$ cat src/rtl/sp_fp_to_int_converter.sv
// Single-precision float to signed 32-bit integer converter, rounding toward zero.
// Iterative: one alignment shift per cycle, then a sign stage, with valid/ready on both sides.
module sp_fp_to_int_converter #(
   parameter int WIDTH    = 32,
   parameter int EXP      = 8,
   parameter int MANTISSA = 23,
   parameter int BIAS     = 127
) (
   input  logic             clk,
   input  logic             rst,
   input  logic [WIDTH-1:0] fp_in,
   input  logic             in_valid,
   output logic             in_ready,
   output logic [WIDTH-1:0] int_out,
   output logic             out_valid,
   input  logic             out_ready,
   output logic             overflow_flag,
   output logic             underflow_flag,
   output logic             invalid_flag,
   output logic             inexact_flag
);

   localparam int CNT_W = $clog2(WIDTH);

   localparam logic [EXP-1:0] EXP_MAX_C  = EXP'((1 << EXP) - 1);
   localparam logic [EXP-1:0] BIAS_C     = EXP'(BIAS);
   localparam logic [EXP-1:0] SAT_EXP_C  = EXP'(BIAS + WIDTH - 1);
   localparam logic [EXP-1:0] NORM_EXP_C = EXP'(BIAS + MANTISSA);

   localparam logic [WIDTH-1:0] INT_MIN_C = {1'b1, {(WIDTH-1){1'b0}}};
   localparam logic [WIDTH-1:0] INT_MAX_C = {1'b0, {(WIDTH-1){1'b1}}};

   typedef enum logic [1:0] {
      IDLE  = 2'd0,
      SHIFT = 2'd1,
      SIGN  = 2'd2,
      DONE  = 2'd3
   } state_t;

   // Handshakes: a transfer happens on a rising edge where valid & ready are both high;
   // valid never waits on ready, and the result is held unchanged until it is taken.

   state_t             state_q, state_d;
   logic [WIDTH-1:0]   mag_q, mag_d;
   logic [CNT_W-1:0]   cnt_q, cnt_d;
   logic               left_q, left_d;
   logic               sign_q, sign_d;
   logic               sticky_q, sticky_d;
   logic [WIDTH-1:0]   int_out_q, int_out_d;
   logic               ovf_q, ovf_d;
   logic               unf_q, unf_d;
   logic               inv_q, inv_d;
   logic               inx_q, inx_d;

   logic               in_s;
   logic [EXP-1:0]     in_exp;
   logic [MANTISSA-1:0] in_frac;
   logic               frac_nz;
   logic [EXP-1:0]     diff_left;
   logic [EXP-1:0]     diff_right;
   logic [WIDTH-1:0]   sat_val;
   logic               accept;

   assign in_s     = fp_in[WIDTH-1];
   assign in_exp   = fp_in[WIDTH-2 -: EXP];
   assign in_frac  = fp_in[MANTISSA-1:0];
   assign frac_nz  = |in_frac;
   assign diff_left  = in_exp - NORM_EXP_C;
   assign diff_right = NORM_EXP_C - in_exp;
   assign sat_val  = in_s ? INT_MIN_C : INT_MAX_C;

   assign in_ready  = (state_q == IDLE);
   assign out_valid = (state_q == DONE);
   assign accept    = in_valid & in_ready;

   always_comb begin
      state_d   = state_q;
      mag_d     = mag_q;
      cnt_d     = cnt_q;
      left_d    = left_q;
      sign_d    = sign_q;
      sticky_d  = sticky_q;
      int_out_d = int_out_q;
      ovf_d     = ovf_q;
      unf_d     = unf_q;
      inv_d     = inv_q;
      inx_d     = inx_q;

      unique case (state_q)
         IDLE: begin
            if (accept) begin
               // A fresh accept owns all flags; only the matching class sets one back.
               ovf_d    = 1'b0;
               unf_d    = 1'b0;
               inv_d    = 1'b0;
               inx_d    = 1'b0;
               sticky_d = 1'b0;
               sign_d   = in_s;
               state_d  = DONE;
               if (in_exp == EXP_MAX_C && frac_nz) begin
                  int_out_d = INT_MIN_C;
                  inv_d     = 1'b1;
               end else if (in_exp == EXP_MAX_C) begin
                  int_out_d = sat_val;
                  ovf_d     = 1'b1;
               end else if (in_exp >= SAT_EXP_C) begin
                  // -2^31 is the one value at this exponent that fits exactly.
                  if (in_s && in_exp == SAT_EXP_C && !frac_nz) begin
                     int_out_d = INT_MIN_C;
                  end else begin
                     int_out_d = sat_val;
                     ovf_d     = 1'b1;
                  end
               end else if (in_exp == '0 && !frac_nz) begin
                  int_out_d = '0;
               end else if (in_exp < BIAS_C) begin
                  int_out_d = '0;
                  unf_d     = 1'b1;
                  inx_d     = 1'b1;
               end else begin
                  mag_d  = {{(WIDTH-MANTISSA-1){1'b0}}, 1'b1, in_frac};
                  left_d = (in_exp > NORM_EXP_C);
                  if (in_exp > NORM_EXP_C) begin
                     cnt_d = diff_left[CNT_W-1:0];
                  end else begin
                     cnt_d = diff_right[CNT_W-1:0];
                  end
                  state_d = (in_exp == NORM_EXP_C) ? SIGN : SHIFT;
               end
            end
         end

         SHIFT: begin
            if (left_q) begin
               mag_d = {mag_q[WIDTH-2:0], 1'b0};
            end else begin
               mag_d    = {1'b0, mag_q[WIDTH-1:1]};
               sticky_d = sticky_q | mag_q[0];
            end
            cnt_d = cnt_q - CNT_W'(1);
            if (cnt_q == CNT_W'(1)) begin
               state_d = SIGN;
            end
         end

         SIGN: begin
            int_out_d = sign_q ? (~mag_q + WIDTH'(1)) : mag_q;
            inx_d     = sticky_q;
            state_d   = DONE;
         end

         DONE: begin
            if (out_ready) begin
               state_d = IDLE;
            end
         end

         default: begin
            state_d = IDLE;
         end
      endcase
   end

   always_ff @(posedge clk) begin
      if (rst) begin
         state_q   <= IDLE;
         mag_q     <= '0;
         cnt_q     <= '0;
         left_q    <= 1'b0;
         sign_q    <= 1'b0;
         sticky_q  <= 1'b0;
         int_out_q <= '0;
         ovf_q     <= 1'b0;
         unf_q     <= 1'b0;
         inv_q     <= 1'b0;
         inx_q     <= 1'b0;
      end else begin
         state_q   <= state_d;
         mag_q     <= mag_d;
         cnt_q     <= cnt_d;
         left_q    <= left_d;
         sign_q    <= sign_d;
         sticky_q  <= sticky_d;
         int_out_q <= int_out_d;
         ovf_q     <= ovf_d;
         unf_q     <= unf_d;
         inv_q     <= inv_d;
         inx_q     <= inx_d;
      end
   end

   assign int_out        = int_out_q;
   assign overflow_flag  = ovf_q;
   assign underflow_flag = unf_q;
   assign invalid_flag   = inv_q;
   assign inexact_flag   = inx_q;

endmodule
$ cat config.mk
export PLATFORM = sky130hd
export DESIGN_NAME = sp_fp_to_int_converter
export DESIGN_NICKNAME = d
export VERILOG_FILES = /design/src/rtl/sp_fp_to_int_converter.sv
export SDC_FILE = /design/constraint.sdc
export NUM_CORES = 1
export LEC_CHECK = 0
export CORE_MARGIN = 10
export CORE_UTILIZATION = 40
export DETAILED_ROUTE_END_ITERATION = 10
export PLACE_DENSITY = 0.72
export SYNTH_ARGS = -nofsm -noshare
export SYNTH_HDL_FRONTEND = slang
export SYNTH_SLANG_ARGS = --single-unit
export TNS_END_PERCENT = 10
$ cat constraint.sdc
create_clock -name clk -period 4.42 [get_ports clk]
set_input_delay 1.105 -clock clk [delete_from_list [all_inputs] [get_ports clk]]
set_output_delay 1.105 -clock clk [all_outputs]
set_load 0.03 [all_outputs]
==> results of run 1 <==
==> cell usage in the layout (no fill, tap or decap), drive strengths merged, types with 3 or more instances in the layout <==
| cell | n |
|---|---|
| or3b | 3 |
| a31oi | 17 |
| mux2 | 12 |
| o211ai | 25 |
| nor4 | 7 |
| a2111oi | 4 |
| a21oi | 57 |
| or4 | 9 |
| or2 | 4 |
| clkdlybuf4s50 | 73 |
| a311oi | 4 |
| a211oi | 6 |
| ha | 12 |
| o41ai | 7 |
| clkinv | 3 |
| nand2 | 90 |
| clkbuf | 11 |
| nor3 | 8 |
| o21ai | 56 |
| or3 | 5 |
| xor2 | 4 |
| dfxtp | 78 |
| nand4 | 7 |
| and3 | 3 |
| buf | 8 |
| nand2b | 6 |
| xnor2 | 16 |
| nand4b | 3 |
| a21o | 4 |
| nand3 | 13 |
| o22ai | 7 |
| nor2 | 22 |
| inv | 17 |
| mux2i | 25 |
| o31ai | 7 |
| nor3b | 3 |
| nand3b | 3 |
==> layout make-up <==
cell class / count / area, um^2
clock buffers: 11 / 242.7
flip-flops and latches: 78 / 1562
fillers: 1120 / 6056
clock inverters: 5 / 57.56
inverters: 16 / 60.06
well taps: 147 / 183.9
repair buffers: 81 / 790.8
multi-input cells: 472 / 3059
==> logic make-up after synthesis <==
group,Yosys count
DFF,78
buffers and inverters,73
adders and majority gates,12
and+or+nand+nor,194
xor gates and xnor gates,20
AOI/OAI and AO/OA,209
muxes,37
==> metal layers <==
metal  up-vias  routed length, um  global-route usage (%)
li1       2361                  -                       -
met2       194               6435                   24.29
met4         0                195                   5.298
met5         -                  0                       0
met1      2301               6353                   22.28
met3        14               1096                   3.908
==> worst min-delay path: stages, from the launching register on <==
cell     delay, ns
dfxtp_1       0.31
nand2_1       0.05
a21oi_1       0.05
==> flip-flops by register name, indices dropped and copies added, names as in the netlist <==
name	flops
left_q	1
cnt_q	5
state_q	2
invalid_flag	1
sign_q	1
underflow_flag	1
inexact_flag	1
mag_q	32
int_out	32
sticky_q	1
overflow_flag	1
==> report_power, final <==
group	total, W	internal [W]	switching [W]
sequential	0.00116	0.000915	0.000242
combinational	0.00200	0.000777	0.00123
clock	0.000755	0.000454	0.000301
total	0.00392	0.00215	0.00177
==> per-stage QoR <==
stage	power, W	hold slack, ns	instances	area [um^2]
final	0.003916	0.4598	810	5956
after global routing	0.004174	0.4875	810	5956
after CTS	0.003913	0.4662	810	5956
after detailed placement	0.003151	0.4587	794	5655
after global placement	0.003097	0.4510	794	5655
after floorplan	0.002562	0.4537	623	4908
==> worst max-delay path by stage <==
stage / startpoint / to / slack [ns] / depth (start not counted)
floorplan: fp_in[23] / int_out[10]$_SDFFE_PP0P_ / 1.56 / 7
global placement: fp_in[23] / mag_q[0]$_SDFFE_PP0P_ / 0.65 / 9
detailed placement: fp_in[24] / mag_q[12]$_SDFFE_PP0P_ / 0.58 / 8
CTS: fp_in[24] / mag_q[12]$_SDFFE_PP0P_ / 0.93 / 8
global route: fp_in[24] / cnt_q[2]$_SDFFE_PP0P_ / 0.59 / 7
finish: fp_in[24] / mag_q[12]$_SDFFE_PP0P_ / 0.92 / 8
==> run summary, run 1 <==
Outcome - completed
Post-synthesis simple-gate area fraction - 20.39%
Post-synth EDFFs - 0
Final Hold Fails - 0
Final GP Congestion - 0.9701
# clock sinks - 78
Share of cells above drive strength 1 - 8.296%
Total congestion overflow - 0
Vias in the first global route - 4431
Drt drc - 0
Syn-to-layout area delta - 21.34%
Final setup vio count - 0
Setup Fix Bufs, Post-CTS - 0
Largest family of logic cells by synthesized area - compound AO/OA/AOI/OAI gates
Hold EP - overflow_flag$_SDFFE_PP0P_
Htree depth - 3
WL/cell - 17.39 um
CTS hold repair buffers - 0
Min Tclk post-route - 3.504 ns
GR Util All Layers - 16.20%
Post-cts resize count - 0
FFs w/ async S/R, synth - 0%
Synthesized cell area - 0.004908 mm^2
Register-to-register setup slack - 1.75 ns
Global-route wire length before repair - 22.67 mm
Final Slew Violations - 0
Pre-antenna DRT Iters - 8
Clk root buf - clkbuf_16
Share of the yosys chip area belonging to registers - 31.81%
CP max-delay cell - o21ai_0
Mean Syn Cell Area - 7.879 um^2
Bufs and invs on worst path - 2
Most common cell in the netlist - nand2_1
DIE HEIGHT - 130.8 um
Post-Synth Adder-Cell Area - 3.059%
Diode count - 0
Hold_sp - overflow_flag$_SDFFE_PP0P_
Mapped Cells - 623
Final #Nets - 706
Core box area - 0.01201 mm^2
Leakage - 1.935 nW
Final TNS setup - 0 ns
Max-cap viol count - 0
Worst reg2reg path endpoint - mag_q[12]$_SDFFE_PP0P_
Warnings from Yosys - 0
Crit path max-delay family - compound AO/OA/AOI/OAI gates
Post-route worst setup slack - 0.9155 ns
Critical path class - input port to flip-flop
RSZ-0062 raised after global routing - no
Slew HR - 33.77%
Initial core utilization - 40.86%
Post-synthesis xor/xnor area fraction - 3.569%
Detailed Place HPWL - 9.964 mm
Worst Tran Pin Value - 0.9921 ns
Final period util - 79.29%
WL final - 14.08 mm
Crit path max fanout - 26
Initial DRC count - 490
Largest net degree at the start of global routing - 67
Worst setup SP type - input port
Num ports - 74
Vias/cell - 6.012
Syn_nets - 671
Mux contribution to synthesized area - 7.851%
Die Area - 0.01710 mm^2
Top_reg_cell synth - dfxtp_1
CTS tree - done
Synth area leader - dfxtp_1
ANT nets after route - 0
Core Rows - 40
Clk_lat worst skew - 0.34 ns
R2R Path Start - state_q[0]$_SDFFE_PP0P_
Synth area leaders - dfxtp_1 (32%), nand2_1 (6.9%), a21oi_1 (5.8%)
Peak VDD IR - 0.0002340 V
Chip width - 130.8 um
Fin Clk Skew - 0.007538 ns
Hold Path Cell Cnt - 2
Initial antenna violation count - 0
CP required - 4.69 ns
Fin util - 49.58%
PD cells - 657.5 mW/mm^2
Via count - 4870
TritonCTS buffer count - 9
Fmax - 285.4 MHz
Count of different cell masters after synthesis - 60
Post-synth top cells - nand2_1 (90), dfxtp_1 (78), a21oi_1 (57)
Synth Area in Compound Gates - 27.17%
Buffers from clock root to sink, at most - 2
Yosys top cell area share - 31.81%
Port buffer count - 73
Critical Path AT - 3.77 ns
Slowest cell delay on critical path - 0.65 ns
Crit-path cells - clkdlybuf4s50_1, ha_1, o211ai_1, o21ai_0, o32a_1, buf_4, nand2_1, a21oi_1
Worst-path clk slew - 0.06 ns
DP Worst Slack - 0.5781 ns
R2r worst-path depth - 7
Synth Register Bits - 78
Critical Path End Type - flip-flop
Worst Hold Class - flip-flop to flip-flop
No activity file was read; power rests on OpenSTA's default activity.
==> run 2, diff against run 1 <==
==> constraint.sdc (replaced) <==
create_clock -name clk -period 3.5 [get_ports clk]
set_input_delay 0.875 -clock clk [delete_from_list [all_inputs] [get_ports clk]]
set_output_delay 0.875 -clock clk [all_outputs]
set_load 0.03 [all_outputs]
==> run 2 against run 1 <==
Against the previous run:
- via count decreased by 0.25%
- global-route usage about the same
- utilization is 0.73 points higher
- critical path type unchanged
- highest routed layer unchanged
- largest cell class unchanged
==> run summary, run 2 (synthesis results as in run 1) <==
Initial core utilization - 40.86% (unchanged)
Vias/cell - 5.932 (-1.3%)
GR Util All Layers - 16.24% (+0.034 points)
Setup Fix Bufs, Post-CTS - 0 (unchanged)
Net Sw Frac - 44.91% (-0.28 points)
Vias in the first global route - 4450 (+0.43%)
Critical Path AT - 3.27 ns (-0.50 ns)
Final GP Congestion - 0.9284 (-4.3%)
Global-route wire length before repair - 22.81 mm (+0.64%)
Final #Nets - 715 (+1.3%)
Peak VDD IR - 0.0002991 V (+28%)
Via count - 4858 (-0.25%)
CTS hold repair buffers - 0 (unchanged)
CP required - 3.75 ns (-0.94 ns)
Initial DRC count - 548 (+12%)
Clk root buf - clkbuf_16
Diode count - 0 (unchanged)
Worst reg2reg path endpoint - cnt_q[2]$_SDFFE_PP0P_
Leakage - 1.981 nW (+2.4%)
Final Slew Violations - 0 (unchanged)
Share of cells above drive strength 1 - 9.673% (+1.4 points)
Chip width - 130.8 um (unchanged)
Net Sw Power - 0.002239 W (+27%)
TritonCTS buffer count - 9 (unchanged)
Max-cap viol count - 0 (unchanged)
Post-cts resize count - 0 (unchanged)
Crit path max fanout - 36 (+38%)
Commonest cells after routing, fill and taps aside - nand2_1 (90), dfxtp_1 (78), clkdlybuf4s50_1 (73)
DIE HEIGHT - 130.8 um (unchanged)
Pre-antenna DRT Iters - 6 (-2)
Drt drc - 0 (unchanged)
Buffers from clock root to sink, at most - 2 (unchanged)
Clk_lat worst skew - 0.35 ns (about the same)
Port buffer count - 73 (unchanged)
Hold EP - underflow_flag$_SDFFE_PP0P_
Clock power frac - 19.3% (about the same)
Initial antenna violation count - 0 (unchanged)
Critical Path End Type - flip-flop
R2r worst-path depth - 6 (-1)
Detailed Place HPWL - 10.07 mm (+1.1%)
ANT nets after route - 0 (unchanged)
Worst Hold Class - flip-flop to flip-flop
Total design power - 0.004985 W (+27%)
Fin Clk Skew - 0.01441 ns (+0.006872 ns)
Final TNS setup - 0 ns (unchanged)
Final period util - 86.26%
Min Tclk post-route - 3.019 ns
Die Area - 0.01710 mm^2 (unchanged)
Flop pwr share - 28.9% (-0.6 points)
WL final - 13.84 mm (-1.7%)
Largest net degree at the start of global routing - 67 (unchanged)
Num ports - 74 (unchanged)
PD cells - 824.9 mW/mm^2 (+25%)
Pint - 0.002746 W (+28%)
Total congestion overflow - 0 (unchanged)
Commonest non-fill, non-tap cell in the layout - nand2_1
Final setup vio count - 0 (unchanged)
Critical path class - input port to flip-flop
WL/cell - 16.90 um (-2.8%)
CTS tree - done
# clock sinks - 78 (unchanged)
Outcome - completed
RSZ-0062 raised after global routing - no
Worst-path clk slew - 0.06 ns (about the same)
Syn-to-layout area delta - 23.12%
Register-to-register setup slack - 0.96 ns (-0.79 ns)
Worst Tran Pin Value - 0.6625 ns (-0.3297 ns)
Core box area - 0.01201 mm^2 (unchanged)
Core Rows - 40 (unchanged)
Worst setup SP type - input port
Gate power share - 51.8% (+0.6 points)
Fmax - 331.2 MHz
Hold_sp - underflow_flag$_SDFFE_PP0P_
R2R Path Start - state_q[0]$_SDFFE_PP0P_
Htree depth - 3 (unchanged)
Hold Path Cell Cnt - 2 (unchanged)
Final Hold Fails - 0 (unchanged)
Slew HR - 55.70% (+22 points)
[run 2: cell count changes in the layout (fill, tap and decap cells not counted), sizes merged]
| cell | delta |
|---|---|
| clkbuf | -1 |
| clkinvlp | +1 |
| buf | +9 |
[run 2: power by group through the flow]
stage / clock [W] / sequential [W] / combinational, W
after floorplan: 0 / 0.00164 / 0.00159
after global placement: 0 / 0.00144 / 0.00251
after detailed placement: 0 / 0.00145 / 0.00257
after CTS: 0.000972 / 0.00144 / 0.00257
after global routing: 0.00101 / 0.00148 / 0.00283
final: 0.000963 / 0.00144 / 0.00258
[run 2: per-stage QoR]
step           instances  area (um^2)  utilization (%)  hold WS, ns  setup slack, ns
2_1_floorplan        623         4908                -       0.4537           0.8681
3_3_place_gp         803         5736            47.75       0.4494           0.2244
3_5_place_dp         803         5736            47.75       0.4484           0.1224
4_1_cts              819         6043            50.31       0.4557           0.4955
5_1_grt              819         6043            50.31       0.4769           0.2688
6_report             819         6043            50.31       0.4553           0.4810
[run 2: how the worst max path moves through the flow]
stage | from | endpoint | slack [ns] | depth (start not counted)
after detailed placement | fp_in[24] | cnt_q[1]$_SDFFE_PP0P_ | 0.12 | 9
final | fp_in[24] | cnt_q[1]$_SDFFE_PP0P_ | 0.48 | 9
after global placement | fp_in[23] | cnt_q[3]$_SDFFE_PP0P_ | 0.22 | 9
after CTS | fp_in[24] | cnt_q[3]$_SDFFE_PP0P_ | 0.50 | 8
after global routing | fp_in[24] | mag_q[23]$_SDFFE_PP0P_ | 0.27 | 9
after floorplan | fp_in[23] | int_out[10]$_SDFFE_PP0P_ | 0.87 | 7
[run 2: critical path, stage by stage]
cell and delay (ns):
clkdlybuf4s50_1 0.59, ha_1 0.26, and4_1 0.22, a31oi_1 0.17, buf_4 0.22, o32ai_4 0.40, buf_12 0.25, nor2_1 0.06
a211oi_1 0.22
[run 2: final cells by class]
type	instances	area, um^2
flip-flops and latches	78	1562
clock buffers	10	239.0
fillers	1112	5968
clock inverters	6	68.82
well taps	147	183.9
multi-input cells	472	3059
repair buffers	90	870.8
inverters	16	60.06
[run 2: routing by layer]
layer	vias to the layer above	global-route usage, %	wire, um
met5	-	0	0
met2	216	23.49	6181
met4	0	7.456	313
met1	2241	22.78	6308
met3	21	2.981	1038
li1	2380	-	-
